--- src/rtl/execute_muldiv.sv ---
// execute_muldiv: RV32IM execute stage with a single-cycle ALU, branch/target logic and a multi-cycle mul/div unit
// Ports: clk_i/rst_ni (sync, active low); RD1E_i/RD2E_i register operands; PCE_i/PCPlus4E_i/ImmExtE_i;
//   ALUCtrl_i 0 ADD,1 SUB,2 AND,3 OR,4 XOR,5 SLL,6 SRL,7 SRA,8 SLT,9 SLTU,A pass SrcB (others ADD);
//   ALUSrcB_i imm select; JumpCtrl_i JALR target; BranchSrc_i 1 BEQ,2 BNE,3 BLT,4 BGE,5 BLTU,6 BGEU (others never);
//   RdD_i; MulDivEn_i/MulDivOp_i M-extension op; FlushE_i; ResultW_i/ALUResultM_i and ForwardA/BEctrl_i forwarding;
//   outputs ALUResultE_o, WriteDataE_o, PCPlus4E_o, PCTargetE_o, RdE_o, branchTaken_o, StallE_o.
module execute_muldiv #(
  parameter int DATA_WIDTH = 32,
  parameter int MUL_CYCLES = 2
) (
  input  logic                  clk_i,
  input  logic                  rst_ni,
  input  logic [DATA_WIDTH-1:0] RD1E_i,
  input  logic [DATA_WIDTH-1:0] RD2E_i,
  input  logic [DATA_WIDTH-1:0] PCE_i,
  input  logic [DATA_WIDTH-1:0] PCPlus4E_i,
  input  logic [DATA_WIDTH-1:0] ImmExtE_i,
  input  logic [3:0]            ALUCtrl_i,
  input  logic                  ALUSrcB_i,
  input  logic                  JumpCtrl_i,
  input  logic [2:0]            BranchSrc_i,
  input  logic [4:0]            RdD_i,
  input  logic                  MulDivEn_i,
  input  logic [2:0]            MulDivOp_i,
  input  logic                  FlushE_i,
  input  logic [DATA_WIDTH-1:0] ResultW_i,
  input  logic [DATA_WIDTH-1:0] ALUResultM_i,
  input  logic [1:0]            ForwardAEctrl_i,
  input  logic [1:0]            ForwardBEctrl_i,
  output logic [DATA_WIDTH-1:0] ALUResultE_o,
  output logic [DATA_WIDTH-1:0] WriteDataE_o,
  output logic [DATA_WIDTH-1:0] PCPlus4E_o,
  output logic [DATA_WIDTH-1:0] PCTargetE_o,
  output logic [4:0]            RdE_o,
  output logic                  branchTaken_o,
  output logic                  StallE_o
);
  localparam int W = DATA_WIDTH;
  localparam int CW = $clog2(W);
  localparam logic [CW-1:0] MUL_INIT = CW'(MUL_CYCLES - 1);
  localparam logic [CW-1:0] DIV_INIT = CW'(W - 1);
  localparam logic [W-1:0] MIN = {1'b1, {(W-1){1'b0}}};
  typedef enum logic [1:0] {IDLE, MUL, DIV, DONE} state_t;
  state_t state, state_n;
  logic [CW-1:0] cnt, cnt_n;
  logic [W-1:0] res_q, res_n, a_q, a_n, b_q, b_n, quo_q, quo_n, rem_q, rem_n;
  logic [2:0] op_q, op_n;
  logic [W-1:0] src_a, src_b, alu;
  logic [CW-1:0] shamt;
  logic eq, lt, ltu, br;
  always_comb src_a = (ForwardAEctrl_i == 2'b01) ? ResultW_i : (ForwardAEctrl_i == 2'b10) ? ALUResultM_i : RD1E_i;
  always_comb WriteDataE_o = (ForwardBEctrl_i == 2'b01) ? ResultW_i : (ForwardBEctrl_i == 2'b10) ? ALUResultM_i : RD2E_i;
  assign src_b = ALUSrcB_i ? ImmExtE_i : WriteDataE_o;
  assign shamt = src_b[CW-1:0];
  always_comb
    case (ALUCtrl_i)
      4'h1: alu = src_a - src_b;
      4'h2: alu = src_a & src_b;
      4'h3: alu = src_a | src_b;
      4'h4: alu = src_a ^ src_b;
      4'h5: alu = src_a << shamt;
      4'h6: alu = src_a >> shamt;
      4'h7: alu = W'($signed(src_a) >>> shamt);
      4'h8: alu = W'($signed(src_a) < $signed(src_b));
      4'h9: alu = W'(src_a < src_b);
      4'hA: alu = src_b;
      default: alu = src_a + src_b;
    endcase
  assign eq = src_a == src_b;
  assign lt = $signed(src_a) < $signed(src_b);
  assign ltu = src_a < src_b;
  always_comb
    case (BranchSrc_i)
      3'd1: br = eq;
      3'd2: br = ~eq;
      3'd3: br = lt;
      3'd4: br = ~lt;
      3'd5: br = ltu;
      3'd6: br = ~ltu;
      default: br = 1'b0;
    endcase
  assign branchTaken_o = br & ~MulDivEn_i;
  assign PCTargetE_o = JumpCtrl_i ? alu : PCE_i + ImmExtE_i;
  assign PCPlus4E_o = PCPlus4E_i;
  assign RdE_o = RdD_i;
  assign ALUResultE_o = (state == DONE) ? res_q : alu;
  // M ops take the post-forwarding register operands regardless of ALUSrcB_i
  logic start, d_zero, d_ovf;
  logic [W-1:0] spec_res, a_mag;
  assign start = (state == IDLE) & MulDivEn_i & ~FlushE_i;
  assign d_zero = ~|WriteDataE_o;
  assign d_ovf = ~MulDivOp_i[0] & (src_a == MIN) & (&WriteDataE_o);
  assign spec_res = MulDivOp_i[1] ? (d_zero ? src_a : '0) : (d_zero ? '1 : MIN);
  assign a_mag = (~MulDivOp_i[0] & src_a[W-1]) ? -src_a : src_a;
  assign StallE_o = rst_ni & (start | (state == MUL) | (state == DIV));
  // The product of the latched operands is a multicycle path of MUL_CYCLES clocks
  logic a_sx, b_sx;
  logic [2*W-1:0] mul_a, mul_b, prod;
  logic [W-1:0] mul_res;
  assign a_sx = (op_q[1:0] != 2'b11) & a_q[W-1];
  assign b_sx = (op_q[1:0] == 2'b01) & b_q[W-1];
  assign mul_a = {{W{a_sx}}, a_q};
  assign mul_b = {{W{b_sx}}, b_q};
  assign prod = mul_a * mul_b;
  assign mul_res = (op_q[1:0] == 2'b00) ? prod[W-1:0] : prod[2*W-1:W];
  // Restoring division on magnitudes; quo_q shifts the dividend out and the quotient in
  logic d_sgn, take;
  logic [W-1:0] b_mag, quo_step, rem_step, q_fix, r_fix, div_res;
  logic [W:0] rem_sh, diff;
  assign d_sgn = ~op_q[0];
  assign b_mag = (d_sgn & b_q[W-1]) ? -b_q : b_q;
  assign rem_sh = {rem_q, quo_q[W-1]};
  assign diff = rem_sh - {1'b0, b_mag};
  assign take = ~diff[W];
  assign quo_step = {quo_q[W-2:0], take};
  assign rem_step = take ? diff[W-1:0] : rem_sh[W-1:0];
  assign q_fix = (d_sgn & (a_q[W-1] ^ b_q[W-1])) ? -quo_step : quo_step;
  assign r_fix = (d_sgn & a_q[W-1]) ? -rem_step : rem_step;
  assign div_res = op_q[1] ? r_fix : q_fix;
  always_comb begin
    state_n = state;
    cnt_n = cnt;
    res_n = res_q;
    a_n = a_q;
    b_n = b_q;
    op_n = op_q;
    quo_n = quo_q;
    rem_n = rem_q;
    case (state)
      IDLE:
        if (start) begin
          a_n = src_a;
          b_n = WriteDataE_o;
          op_n = MulDivOp_i;
          if (!MulDivOp_i[2]) begin
            state_n = MUL;
            cnt_n = MUL_INIT;
          end else if (d_zero | d_ovf) begin
            state_n = DONE;
            res_n = spec_res;
          end else begin
            state_n = DIV;
            cnt_n = DIV_INIT;
            quo_n = a_mag;
            rem_n = '0;
          end
        end
      MUL: begin
        cnt_n = cnt - CW'(1);
        if (cnt == '0) begin
          state_n = DONE;
          res_n = mul_res;
        end
      end
      DIV: begin
        cnt_n = cnt - CW'(1);
        quo_n = quo_step;
        rem_n = rem_step;
        if (cnt == '0) begin
          state_n = DONE;
          res_n = div_res;
        end
      end
      DONE: state_n = IDLE;
    endcase
    if (FlushE_i) begin
      state_n = IDLE;
      res_n = res_q;
    end
  end
  always_ff @(posedge clk_i)
    if (!rst_ni) begin
      state <= IDLE;
      cnt <= '0;
      res_q <= '0;
      a_q <= '0;
      b_q <= '0;
      op_q <= '0;
      quo_q <= '0;
      rem_q <= '0;
    end else begin
      state <= state_n;
      cnt <= cnt_n;
      res_q <= res_n;
      a_q <= a_n;
      b_q <= b_n;
      op_q <= op_n;
      quo_q <= quo_n;
      rem_q <= rem_n;
    end
endmodule
--- config.mk ---
export PLATFORM = sky130hd
export DESIGN_NAME = execute_muldiv
export DESIGN_NICKNAME = d
export VERILOG_FILES = /design/src/rtl/execute_muldiv.sv
export SDC_FILE = /design/constraint.sdc
export NUM_CORES = 2
export LEC_CHECK = 0
export ABC_AREA = 1
export BUFFER_PORTS_ARGS = -buffer_cell sky130_fd_sc_hd__buf_4
export CORE_MARGIN = 2
export CORE_UTILIZATION = 40
export CTS_CLUSTER_SIZE = 25
export DETAILED_ROUTE_END_ITERATION = 8
export PLACE_DENSITY = 0.68
export SLEW_MARGIN = 40
export SYNTH_ARGS = -nofsm -noshare
export SYNTH_HDL_FRONTEND = slang
export SYNTH_SLANG_ARGS = --single-unit
--- constraint.sdc ---
create_clock -name clk_i -period 8.2 [get_ports clk_i]
set_input_delay 0.82 -clock clk_i [delete_from_list [all_inputs] [get_ports clk_i]]
set_output_delay 0.82 -clock clk_i [all_outputs]
set_load 0.03 [all_outputs]
==> parameters.txt <==
Parameter                              Value

Outcome
  Status ... finished, final reports clean

Worst setup path
  Capturing point of the worst reg2reg path ... res_q[2]
  Arrival time worst endpoint ... 8.33 ns
  Startpoint of the worst-slack reg-to-reg timing path ... b_q[0]
  Longest individual stage delay on the worst path ... around 0.56 ns
  Worst path most repeated cell ... sky130_fd_sc_hd__fa_1
  Crit path capture type ... flip-flop
  Element type at the critical path start ... flip-flop
  Slack of the worst reg-to-reg path ... ~0.24 ns
  Endpoint required time on the critical path ... around 8.6 ns
  Slowest cell on the critical path ... sky130_fd_sc_hd__fa_1
  CP max FO ... 13
  Worst Reg-to-Reg Cells ... 31
  Classification of the worst setup path ... flip-flop to flip-flop

Detailed routing
  Number of vias per cell ... approximately 5.4
  Overall via count from detail_route ... around 67,000
  Post-detailed-route DRC marker count ... 0
  Total iterations of the first detailed-routing run ... 6
  Number of routed nets with antenna violations ... 0
  Total Routed Length ... 292,000 um
  First DRT Iteration DRCs ... around 6,400
  Final routed wire length divided by cell count ... around 24 um

Power and ir drop
  Net switching fraction of the power ... 58.1%
  Net Sw Power ... between 6 and 7 mW
  Portion of total power attributed to combinational logic ... 83.2%
  Power per Cell Area ... about 150 nW/um^2
  IR drop worst, VDD ... ~0.18 mV
  Internal power summed over all cells ... around 4.6 mW
  P_leak ... between 30 and 40 nW
  Pwr Total ... ~11 mW
  Relative contribution of sequential cells to total power ... under 10%
  Clock share of power ... ~8.2%

Hold path
  Worst hold path cell count ... 2
  Worst min-delay path endpoint ... res_q[0]
  Start point of the worst min-delay path ... res_q[0]
  Path category of the worst min-delay check ... flip-flop to flip-flop

Clocking
  Number of clock buffers inserted by TritonCTS ... 17
  TritonCTS clock tree ... yes
  Clk root buf ... sky130_fd_sc_hd__clkbuf_16
  Number of buffers on the longest clock path ... 2
  Worst-Skew Late Latency ... approximately 0.52 ns
  Clock H-tree levels ... 4
  Clock edge transition at the registers on the reported setup and hold paths ... ~0.08 ns
  Clock sink count ... 169

Synth
  Gate Count Post-Synth ... 9,740
  Largest family of logic cells by synthesized area ... adder cells
  Cell taking the most area after synthesis ... sky130_fd_sc_hd__fa_1
  Yosys synthesis warning count ... 0
  Mean area per synthesized cell ... slightly below 7 um^2
  Proportion of register bits with asynchronous set or reset after synthesis ... 0%
  Post-synthesis compound-gate area fraction ... approximately an eighth
  Multiplexer share of the synthesized area ... less than 1%
  Sequential cell area fraction in the yosys report ... approximately 5.1%
  Net count of the mapped netlist ... ~12,000
  Basic-gate share of the synthesized area counting and, or, nand and nor cells ... a little over a fifth
  Fraction of synthesized cell area in xor and xnor cells ... roughly 1.8%
  Post-synth EDFFs ... 0
  Flop and latch count out of synthesis ... between 150 and 200
  Top area cells in the synthesized netlist ... sky130_fd_sc_hd__fa_1 34%, sky130_fd_sc_hd__nand2_1 14%, sky130_fd_sc_hd__inv_1 13%
  Total standard cell area after synthesis ... 66,100 um^2
  Share of Yosys cell area claimed by the top area cell type ... 34.2%
  Fraction of the mapped netlist area in adder cells ... roughly two fifths
  Prevailing post-synth register cell ... sky130_fd_sc_hd__dfxtp_1
  Distinct cell type count of the synthesized netlist ... 67

Flow run
  Reported max-cap violation count ... 0

Timing
  Post-route clock skew ... approximately 0.019 ns
  Fmax ... about 0.13 GHz
  RSZ-0062 raised after global routing ... yes
  Hold slack ... approximately 0.48 ns
  Finish-stage setup viols ... 0
  Pins Over Slew Limit ... 0
  Total negative slack ... 0 ns
  Remaining max-slew budget at the tightest pin ... 35.3%
  Fin. Hold Viols ... 0
  Final worst path period share ... a little over nine tenths
  Final critical delay including setup and external delays ... ~8.0 ns
  Least-Margin Pin Slew ... 0.964 ns

GRT
  Total congestion overflow after global routing ... 0
  Maximum number of pins on one net before global-route repair ... 70
  First-pass GRT wire length ... 433,000 um
  Overall routing resource usage ... between 30% and 40%
  Routing layer with the top usage in global route ... met2
  Met3 demand-to-capacity share in global routing ... around 6.3%
  Number of antenna violations at the first check in global routing ... 26
  Met1 demand-to-capacity share in global routing ... between 40% and 50%
  Met2 capacity usage during global routing ... between 50% and 60%
  Via count of the first global-routing pass ... a little under 70,000

Floorplan
  Die outline width ... 410 um
  Rows ... between 100 and 150
  I/O pins ... around 380
  Placeable core region ... about 160,000 um^2
  Full die area ... approximately 170,000 um^2
  Initial cell density of the core ... around 40%
  Die boundary height ... a little over 400 um

Place
  Global placer's final weighted congestion ... 1.05
  Port-buffer cells ... just over 300
  Detailed-placement wirelength estimate ... roughly 250,000 um

Final layout
  Layout area overhead ... 13.6%
  Count of nets after finishing ... ~12,000
  Fraction of layout cells with a size suffix above 1 ... a little under an eighth
==> cell usage after synthesis (13+ instances only) <==
cell / number
sky130_fd_sc_hd__o21a_1: 15
sky130_fd_sc_hd__fa_1: 1129
sky130_fd_sc_hd__a21o_1: 24
sky130_fd_sc_hd__o221ai_1: 23
sky130_fd_sc_hd__nor4_1: 17
sky130_fd_sc_hd__dfxtp_1: 169
sky130_fd_sc_hd__a21oi_2: 26
sky130_fd_sc_hd__o2111ai_1: 13
sky130_fd_sc_hd__or2_2: 30
sky130_fd_sc_hd__buf_1: 42
sky130_fd_sc_hd__xor2_1: 99
sky130_fd_sc_hd__a21oi_1: 547
sky130_fd_sc_hd__nor3_1: 57
sky130_fd_sc_hd__nand2_1: 2530
sky130_fd_sc_hd__o22ai_1: 92
sky130_fd_sc_hd__ha_1: 385
sky130_fd_sc_hd__clkbuf_1: 386
sky130_fd_sc_hd__o21bai_1: 23
sky130_fd_sc_hd__nand4_1: 61
sky130_fd_sc_hd__o211ai_1: 78
sky130_fd_sc_hd__inv_2: 30
sky130_fd_sc_hd__buf_4: 42
sky130_fd_sc_hd__xnor2_1: 36
sky130_fd_sc_hd__o21ai_1: 55
sky130_fd_sc_hd__buf_2: 44
sky130_fd_sc_hd__a31oi_1: 45
sky130_fd_sc_hd__nor2_1: 468
sky130_fd_sc_hd__a211oi_1: 17
sky130_fd_sc_hd__o21ai_0: 459
sky130_fd_sc_hd__nand3b_1: 23
sky130_fd_sc_hd__nand3_1: 356
sky130_fd_sc_hd__inv_1: 2284
==> per-stage QoR <==
| step | setup slack [ns] | area, um^2 | util [%] | cells |
|---|---|---|---|---|
| floorplan | 0.412 | 66100 | - | 9740 |
| global placement | -0.00355 | 74000 | 45.0 | 12300 |
| detailed placement | -0.0325 | 74000 | 45.0 | 12300 |
| CTS | 0.0164 | 74600 | 45.4 | 12300 |
| global route | -0.0483 | 75100 | 45.6 | 12300 |
| finish | 0.236 | 75100 | 45.7 | 12300 |
==> sequential cells by signal, indices dropped and copies added, names as in the netlist <==
name and count:
a_q 32, b_q 32, quo_q 32, rem_q 32, res_q 32, cnt 5
op_q 2, state 2
==> worst max-delay path: cells and delay by family, from the launching register on <==
family | cells | cell delay (ns)
xor+xnor | 1 | 0.19
buf+inv | 9 | 0.99
flops | 1 | 0.39
compound gates | 8 | 1.39
simple gates | 4 | 0.41
fa+ha+maj | 9 | 4.42
==> worst max-delay path by stage <==
stage               startpoint   endpoint  slack [ns]  cells past startpoint
floorplan              op_q[1]  res_q[26]        0.41                     32
global placement       op_q[1]  res_q[17]      -0.004                     31
detailed placement     a_q[31]  res_q[17]       -0.03                     33
CTS                     b_q[6]   res_q[2]        0.02                     31
global route           a_q[31]  res_q[31]       -0.05                     34
finish                  b_q[0]   res_q[2]        0.24                     31
==> power by group through the flow <==
stage / registers [mW] / clock network, mW / logic [mW]
2_1_floorplan: 0.909 / 0 / 5.21
3_3_place_gp: 0.966 / 0 / 8.91
3_5_place_dp: 0.967 / 0 / 8.90
4_1_cts: 0.949 / 0.924 / 8.99
5_1_grt: 0.958 / 0.950 / 10.0
6_report: 0.954 / 0.916 / 9.24
==> layout make-up <==
cell class / instances / area, um^2
Antenna cell: 6 / 15.0
Clock buffer: 19 / 443
Timing Repair Buffer: 894 / 7400
Sequential cell: 169 / 3410
Fill cell: 17000 / 89400
Multi-Input combinational cell: 6725 / 52200
Tap cell: 2189 / 2740
Clock inverter: 13 / 166
Inverter: 2325 / 8740
==> layout by cell type, fill, tap and decap left out, types with 61 or more instances in the layout <==
cell                          n
sky130_fd_sc_hd__buf_4      835
sky130_fd_sc_hd__nor2_1     455
sky130_fd_sc_hd__o211ai_1    78
sky130_fd_sc_hd__a21oi_1    528
sky130_fd_sc_hd__nand2_1   2527
sky130_fd_sc_hd__o21ai_1     64
sky130_fd_sc_hd__dfxtp_1    149
sky130_fd_sc_hd__ha_1       375
sky130_fd_sc_hd__nand4_1     61
sky130_fd_sc_hd__inv_1     2277
sky130_fd_sc_hd__o21ai_0    447
sky130_fd_sc_hd__nand3_1    353
sky130_fd_sc_hd__xor2_1      97
sky130_fd_sc_hd__o22ai_1     92
sky130_fd_sc_hd__fa_1      1126
==> kinds of logic after synthesis <==
kind of cell,after synthesis
flops,169
xor+xnor,135
fa+ha+maj,1514
simple gates,3586
buf+inv,2846
mux,11
compound gates,1479
==> routing by layer <==
layer | up-vias | part of all wire (%)
li1 | 30100 | -
met1 | 32900 | 39
met2 | 3161 | 46
met3 | 707 | 8.1
met4 | 26 | 7.2
met5 | - | 0.072
==> timing repair <==
item                                    4_1_cts  5_1_grt
endpoints found under the setup margin        1       32
hold buffers                                  0        0
setup buffers                                 0        8
resized for setup                             1      100
pin swaps                                     0        6
Note: power is estimated with default switching activity, not from simulation.
